[config.mk]
export PLATFORM = sky130hd
export DESIGN_NAME = permutation_xor_unrolled
export DESIGN_NICKNAME = d
export VERILOG_FILES = /design/src/rtl/permutation_xor_unrolled.sv
export SDC_FILE = /design/constraint.sdc
export NUM_CORES = 2
export LEC_CHECK = 0
export ABC_AREA = 0
export CAP_MARGIN = 30
export CORE_AREA = 3 3 475 477
export CTS_CLUSTER_SIZE = 14
export DETAILED_ROUTE_END_ITERATION = 6
export DIE_AREA = 0 0 478 480
export GPL_ROUTABILITY_DRIVEN = 0
export MAX_ROUTING_LAYER = met4
export PLACE_DENSITY_LB_ADDON = 0.2
export RECOVER_POWER = 50
export SETUP_SLACK_MARGIN = 0.1
export SYNTH_ARGS = -nofsm -noshare
export SYNTH_HDL_FRONTEND = slang
export SYNTH_SLANG_ARGS = --single-unit
[constraint.sdc]
create_clock -name clock_i -period 3.5 [get_ports clock_i]
set_input_delay 0.525 -clock clock_i [delete_from_list [all_inputs] [get_ports clock_i]]
set_output_delay 0.525 -clock clock_i [all_outputs]
set_load 0.005 [all_outputs]
[src/rtl/permutation_xor_unrolled.sv]
// ASCON permutation engine: UNROLL rounds per clock over an owned 320-bit state,
// with an optional pre-XOR on S0||S1 and an optional post-XOR on S2||S3||S4.
module permutation_xor_unrolled #(
   parameter int unsigned  UNROLL    = 1,
   parameter logic [319:0] RST_STATE = 320'h0
) (
   input  logic             clock_i,
   input  logic             rst_i,
   input  logic             start_i,
   input  logic [3:0]       nrounds_i,
   input  logic             init_state_i,
   input  logic [4:0][63:0] S_i,
   input  logic             ctrl_1_i,
   input  logic [127:0]     data_1_i,
   input  logic             ctrl_2_i,
   input  logic [191:0]     data_2_i,
   output logic             ready_o,
   output logic             done_o,
   output logic             err_o,
   output logic [4:0][63:0] state_o,
   output logic [127:0]     cipher_o,
   output logic [127:0]     tag_o
);

   typedef logic [4:0][63:0] state_t;
   typedef enum logic {ST_IDLE = 1'b0, ST_RUN = 1'b1} fsm_t;

   localparam logic OK6  = ((6 % UNROLL) == 0);
   localparam logic OK8  = ((8 % UNROLL) == 0);
   localparam logic OK12 = ((12 % UNROLL) == 0);

   function automatic logic [63:0] ror(input logic [63:0] x, input int unsigned n);
      logic [127:0] d;
      d = {x, x} >> n;
      return d[63:0];
   endfunction

   // One round: constant addition, bitsliced 5-bit S-box, linear diffusion.
   function automatic state_t ascon_round(input state_t s, input logic [3:0] r);
      logic [63:0] x0, x1, x2, x3, x4, t0, t1, t2, t3, t4;
      state_t o;
      x0 = s[0];
      x1 = s[1];
      x2 = s[2] ^ {56'h0, 4'd15 - r, r};
      x3 = s[3];
      x4 = s[4];
      x0 = x0 ^ x4;
      x4 = x4 ^ x3;
      x2 = x2 ^ x1;
      t0 = ~x0 & x1;
      t1 = ~x1 & x2;
      t2 = ~x2 & x3;
      t3 = ~x3 & x4;
      t4 = ~x4 & x0;
      x0 = x0 ^ t1;
      x1 = x1 ^ t2;
      x2 = x2 ^ t3;
      x3 = x3 ^ t4;
      x4 = x4 ^ t0;
      x1 = x1 ^ x0;
      x0 = x0 ^ x4;
      x3 = x3 ^ x2;
      x2 = ~x2;
      o[0] = x0 ^ ror(x0, 19) ^ ror(x0, 28);
      o[1] = x1 ^ ror(x1, 61) ^ ror(x1, 39);
      o[2] = x2 ^ ror(x2, 1)  ^ ror(x2, 6);
      o[3] = x3 ^ ror(x3, 10) ^ ror(x3, 17);
      o[4] = x4 ^ ror(x4, 7)  ^ ror(x4, 41);
      return o;
   endfunction

   function automatic state_t post_xor(input state_t s, input logic en, input logic [191:0] d);
      state_t o;
      o    = s;
      o[2] = s[2] ^ (en ? d[191:128] : 64'h0);
      o[3] = s[3] ^ (en ? d[127:64]  : 64'h0);
      o[4] = s[4] ^ (en ? d[63:0]    : 64'h0);
      return o;
   endfunction

   fsm_t         fsm_r;
   state_t       state_r;
   logic [3:0]   round_r;
   logic         ctrl2_r;
   logic [191:0] data2_r;
   logic         done_r;
   logic         err_r;

   logic         idle_s;
   logic         legal_s;
   state_t       src_s;
   state_t       rnd_in_s;
   state_t       rnd_out_s;
   state_t       zero_res_s;
   state_t       round_res_s;
   logic [3:0]   r_start_s;
   logic [4:0]   r_next_s;
   logic         last_s;
   logic         post_en_s;
   logic [191:0] post_data_s;

   // Request decode and source-state selection with the optional pre-XOR.
   always_comb begin
      idle_s   = (fsm_r == ST_IDLE);
      legal_s  = (nrounds_i == 4'd0) ||
                 ((nrounds_i == 4'd6)  && OK6) ||
                 ((nrounds_i == 4'd8)  && OK8) ||
                 ((nrounds_i == 4'd12) && OK12);
      src_s    = init_state_i ? S_i : state_r;
      src_s[0] = src_s[0] ^ (ctrl_1_i ? data_1_i[127:64] : 64'h0);
      src_s[1] = src_s[1] ^ (ctrl_1_i ? data_1_i[63:0]   : 64'h0);
   end

   // Unrolled round datapath; in IDLE it works on the freshly accepted source.
   always_comb begin
      rnd_in_s    = idle_s ? src_s : state_r;
      r_start_s   = idle_s ? (4'd12 - nrounds_i) : round_r;
      post_en_s   = idle_s ? ctrl_2_i : ctrl2_r;
      post_data_s = idle_s ? data_2_i : data2_r;
      rnd_out_s   = rnd_in_s;
      for (int unsigned u = 0; u < UNROLL; u++) begin
         rnd_out_s = ascon_round(rnd_out_s, r_start_s + 4'(u));
      end
      r_next_s    = {1'b0, r_start_s} + 5'(UNROLL);
      last_s      = (r_next_s == 5'd12);
      zero_res_s  = post_xor(src_s, post_en_s, post_data_s);
      round_res_s = last_s ? post_xor(rnd_out_s, post_en_s, post_data_s) : rnd_out_s;
   end

   // Control FSM, round counter, state register and status pulses.
   always_ff @(posedge clock_i) begin
      if (rst_i) begin
         fsm_r   <= ST_IDLE;
         state_r <= RST_STATE;
         round_r <= 4'd0;
         ctrl2_r <= 1'b0;
         data2_r <= 192'h0;
         done_r  <= 1'b0;
         err_r   <= 1'b0;
      end else begin
         done_r <= 1'b0;
         err_r  <= 1'b0;
         case (fsm_r)
            ST_IDLE: begin
               if (start_i) begin
                  if (!legal_s) begin
                     err_r <= 1'b1;
                  end else begin
                     ctrl2_r <= ctrl_2_i;
                     data2_r <= data_2_i;
                     if (nrounds_i == 4'd0) begin
                        state_r <= zero_res_s;
                        round_r <= 4'd12;
                        done_r  <= 1'b1;
                     end else begin
                        state_r <= round_res_s;
                        round_r <= r_next_s[3:0];
                        if (last_s) begin
                           done_r <= 1'b1;
                        end else begin
                           fsm_r <= ST_RUN;
                        end
                     end
                  end
               end
            end
            ST_RUN: begin
               state_r <= round_res_s;
               round_r <= r_next_s[3:0];
               if (last_s) begin
                  done_r <= 1'b1;
                  fsm_r  <= ST_IDLE;
               end
            end
            default: begin
               fsm_r <= ST_IDLE;
            end
         endcase
      end
   end

   assign ready_o  = (fsm_r == ST_IDLE);
   assign done_o   = done_r;
   assign err_o    = err_r;
   assign state_o  = state_r;
   assign cipher_o = {state_r[0], state_r[1]};
   assign tag_o    = {state_r[3], state_r[4]};

endmodule

==> flow_metrics.env <==
export IMPL_status="finished with violations"
export IMPL_violations="DRC"
export IMPL_clkLatencyLatePin_ps=790
export IMPL_cts_tree="built"
export IMPL_antenna_left=0
export IMPL_io_pin_count=1229
export IMPL_critical_path_class="flop to flop"
export IMPL_top_layer_used="met4"
export IMPL_grt_pass1_vias=65300
export IMPL_crit_chain="nor2b_4 -> buf_12 -> buf_12 -> buf_12 -> buf_4 -> mux2i_2 -> ha_1 -> xnor2_1 -> buf_4 -> xnor2_2 -> xnor2_1 -> buf_4 -> xnor2_1 -> o221ai_1"
export IMPL_whs_ps=226
export IMPL_via_per_inst=5.30
export IMPL_ctsLongestPathBuffers=3
export IMPL_cts_buffers_inserted=76
export IMPL_synth_top_area_frac=0.178
export IMPL_slew_violations=0
export IMPL_grt_max_degree=154
export IMPL_drtPass1Iterations=7
export IMPL_cp_startpoint="fsm_r$_SDFF_PP0_"
export IMPL_yosysMostFrequentCell="nand2_1"
export IMPL_vias=70800
export IMPL_slowest_delay_ps=460
export IMPL_met2_wirelength_um=187000
export IMPL_fin_crit_sh=0.984
export IMPL_period_minus_slack_ps=3450
export IMPL_cts_sinks=520
export IMPL_cts_root_buf="clkbuf_16"
export IMPL_final_core_util=0.409
export IMPL_slew_headroom=0.211
export IMPL_synthArstFlopShare=0
export IMPL_drive_above_1_share=0.219
export IMPL_ys_seq_area_frac=0.178
export IMPL_crit_fanout=10
export IMPL_tightest_slew_ps=1180
export IMPL_drcViolationCount=1
export IMPL_path_clk_slew_ps=60
export IMPL_overflow=0
export IMPL_p_per_area_nw_per_um2=1210
export IMPL_hold_path_class="input port to flop"
export IMPL_worst_ep_required_time_ps=4130
export IMPL_r2r_end="state_o[210]$_SDFFE_PP0P_"
export IMPL_synth_main_ff_cell="dfxtp_1"
export IMPL_fp_dieH_um=480
export IMPL_grt_antenna_before_repair=155
export IMPL_end_kind="flop"
export IMPL_cp_slowest_cell="xnor2_2"
export IMPL_final_area_um2=90700
export IMPL_rows=173
export IMPL_nets=11000
export IMPL_synth_seq_cells=520
export IMPL_track_usage=0.365
export IMPL_die_width_um=478
export IMPL_rsz0062_at_grt="true"
export IMPL_area_growth_pct=55.3
export IMPL_avgRoutedWirePerCell_um=32.2
export IMPL_fmax_mhz=290
export IMPL_ir_drop_v=0.000800
export IMPL_leakage_nw=38.2
export IMPL_initial_core_util=0.263
export IMPL_synth_area_per_cell_um2=7.53
export IMPL_power_mw=110
export IMPL_synthesis_area_um2=58400
export IMPL_synth_common_cells="1170 x nand2_1, 1036 x xnor2_1, 528 x a21oi_1, 528 x nor2_1, 520 x dfxtp_1"
export IMPL_cp_start_kind="flop"
export IMPL_setup_viol=0
export IMPL_initialDrtViolationCount=8685
export IMPL_synth_edf_count=0
export IMPL_place_area_um2=86600
export IMPL_die_area_um2=229000
export IMPL_finalWirelength_um=430000
export IMPL_synthCells=7762
export IMPL_nFillCells=22700
export IMPL_port_buffer_count=1228
export IMPL_synth_area_top_cells="dfxtp_1 18%, xnor2_1 16%, mux2i_1 7.6%"
export IMPL_r2r_setup_slack_ps=50
export IMPL_wl_met1_um=165000
export IMPL_cp_endpoint="state_o[210]$_SDFFE_PP0P_"
export IMPL_yosysWarnings=0
export IMPL_finalHoldViolCount=0
export IMPL_htree_levels=3
export IMPL_synth_cell_type_count=83
export IMPL_holdBufCountCts=0
export IMPL_critPathArrivalTime_ps=4070
export IMPL_hpwl_um=358000
export IMPL_skew_ps=41.0
export IMPL_rr_worst_depth=14
export IMPL_core_um2=222000
export IMPL_reg2reg_from="fsm_r$_SDFF_PP0_"
export IMPL_grt_pass1_wl_um=562000
export IMPL_drv_cap=0
export IMPL_wl_met3_um=47500
export IMPL_synth_nets=8543
export IMPL_synth_top_area_cell="dfxtp_1"
[kinds of logic after synthesis]
family / count (synthesis) / share of synthesized area
and+or+nand+nor: 2293 / 0.172
muxes: 486 / 0.0843
AOI/OAI and AO/OA: 1733 / 0.183
adders and majority gates: 168 / 0.0344
buffers and inverters: 935 / 0.0871
xor gates and xnor gates: 1627 / 0.261
DFF: 520 / 0.178
[critical path: cells and delay by family (launching register included)]
kind / cells / cell delay, ps
buffers and inverters: 6 / 960
adder cells (fa/ha/maj): 1 / 240
multiplexers: 1 / 400
flip-flops: 1 / 410
AND/OR/NAND/NOR: 1 / 160
AO/OA/AOI/OAI: 1 / 120
XOR/XNOR: 4 / 960
[routing by layer]
layer / global-route usage / up-vias
li1: - / 31500
met1: 0.435 / 34300
met2: 0.551 / 4236
met3: 0.103 / 804
met4: 0.205 / 0
met5: - / -
[stage by stage]
| step | std cells | worst slack [ps] | setup TNS [ps] |
|---|---|---|---|
| after floorplan | 7762 | 101 | 0 |
| after global placement | 13100 | -772 | -62880 |
| after detailed placement | 13100 | -774 | -70260 |
| after CTS | 13200 | 60.0 | 0 |
| after global routing | 13300 | 39.6 | 0 |
| final | 13400 | 54.9 | 0 |
[sequential cells by signal, summed over array words and instances (netlist names)]
signal	flops
cipher_o	128
ctrl2_r	1
data2_r	192
done_o	1
err_o	1
fsm_r	1
round_r	4
state_o	192
[worst min path at each step]
stage / startpoint / endpoint / slack [ps] / cells past startpoint
final: rst_i / round_r[1]$_SDFFE_PP0P_ / 230 / 2
after global routing: rst_i / round_r[1]$_SDFFE_PP0P_ / 200 / 2
after CTS: rst_i / round_r[1]$_SDFFE_PP0P_ / 200 / 2
after detailed placement: data2_r[101]$_SDFFE_PP0P_ / data2_r[101]$_SDFFE_PP0P_ / 450 / 2
after global placement: data2_r[174]$_SDFFE_PP0P_ / data2_r[174]$_SDFFE_PP0P_ / 440 / 2
after floorplan: data2_r[101]$_SDFFE_PP0P_ / data2_r[101]$_SDFFE_PP0P_ / 440 / 2
[placed cells by master (no fill, tap or decap), drive strengths merged, types with 37 or more instances in the layout]
| master | count |
|---|---|
| and2 | 42 |
| clkdlybuf4s50 | 781 |
| and3 | 56 |
| dlygate4sd3 | 443 |
| o221ai | 140 |
| maj3 | 37 |
| a211oi | 137 |
| clkbuf | 159 |
| nand2b | 81 |
| buf | 1845 |
| o31ai | 53 |
| xor2 | 493 |
| mux2i | 448 |
| nand2 | 1172 |
| nor3 | 160 |
| dfxtp | 520 |
| diode | 131 |
| mux2 | 38 |
| inv | 180 |
| xnor2 | 1099 |
| a21oi | 528 |
| nand3 | 83 |
| a31oi | 91 |
| ha | 131 |
| a22oi | 94 |
| o21ai | 486 |
| nor2 | 531 |
[what timing repair did]
item	CTS	global route
buffers inserted	13	20
resized for setup	32	119
cloned	2	5
setup endpoints to repair	72	169
pin swaps	4	14
[final cells by class]
| type | count | area (µm²) | share of cell area |
|---|---|---|---|
| antenna | 131 | 328 | 0.00361 |
| clock buffer | 115 | 2260 | 0.0249 |
| clock inverter | 22 | 287 | 0.00316 |
| inverter | 177 | 669 | 0.00738 |
| multi-input combinational | 6307 | 43900 | 0.484 |
| sequential | 520 | 10400 | 0.115 |
| tap | 2975 | 3720 | 0.0410 |
| timing repair buffer | 3115 | 29100 | 0.321 |
[report_power, final]
part           internal (mW)  switching (mW)  leakage (nW)
Clock                   4.84            3.55          1.25
Combinational           43.7            47.7          32.7
Sequential              7.49            2.88          4.24
Total                   56.0            54.2          38.2
Power figures use the tool's default switching activity.
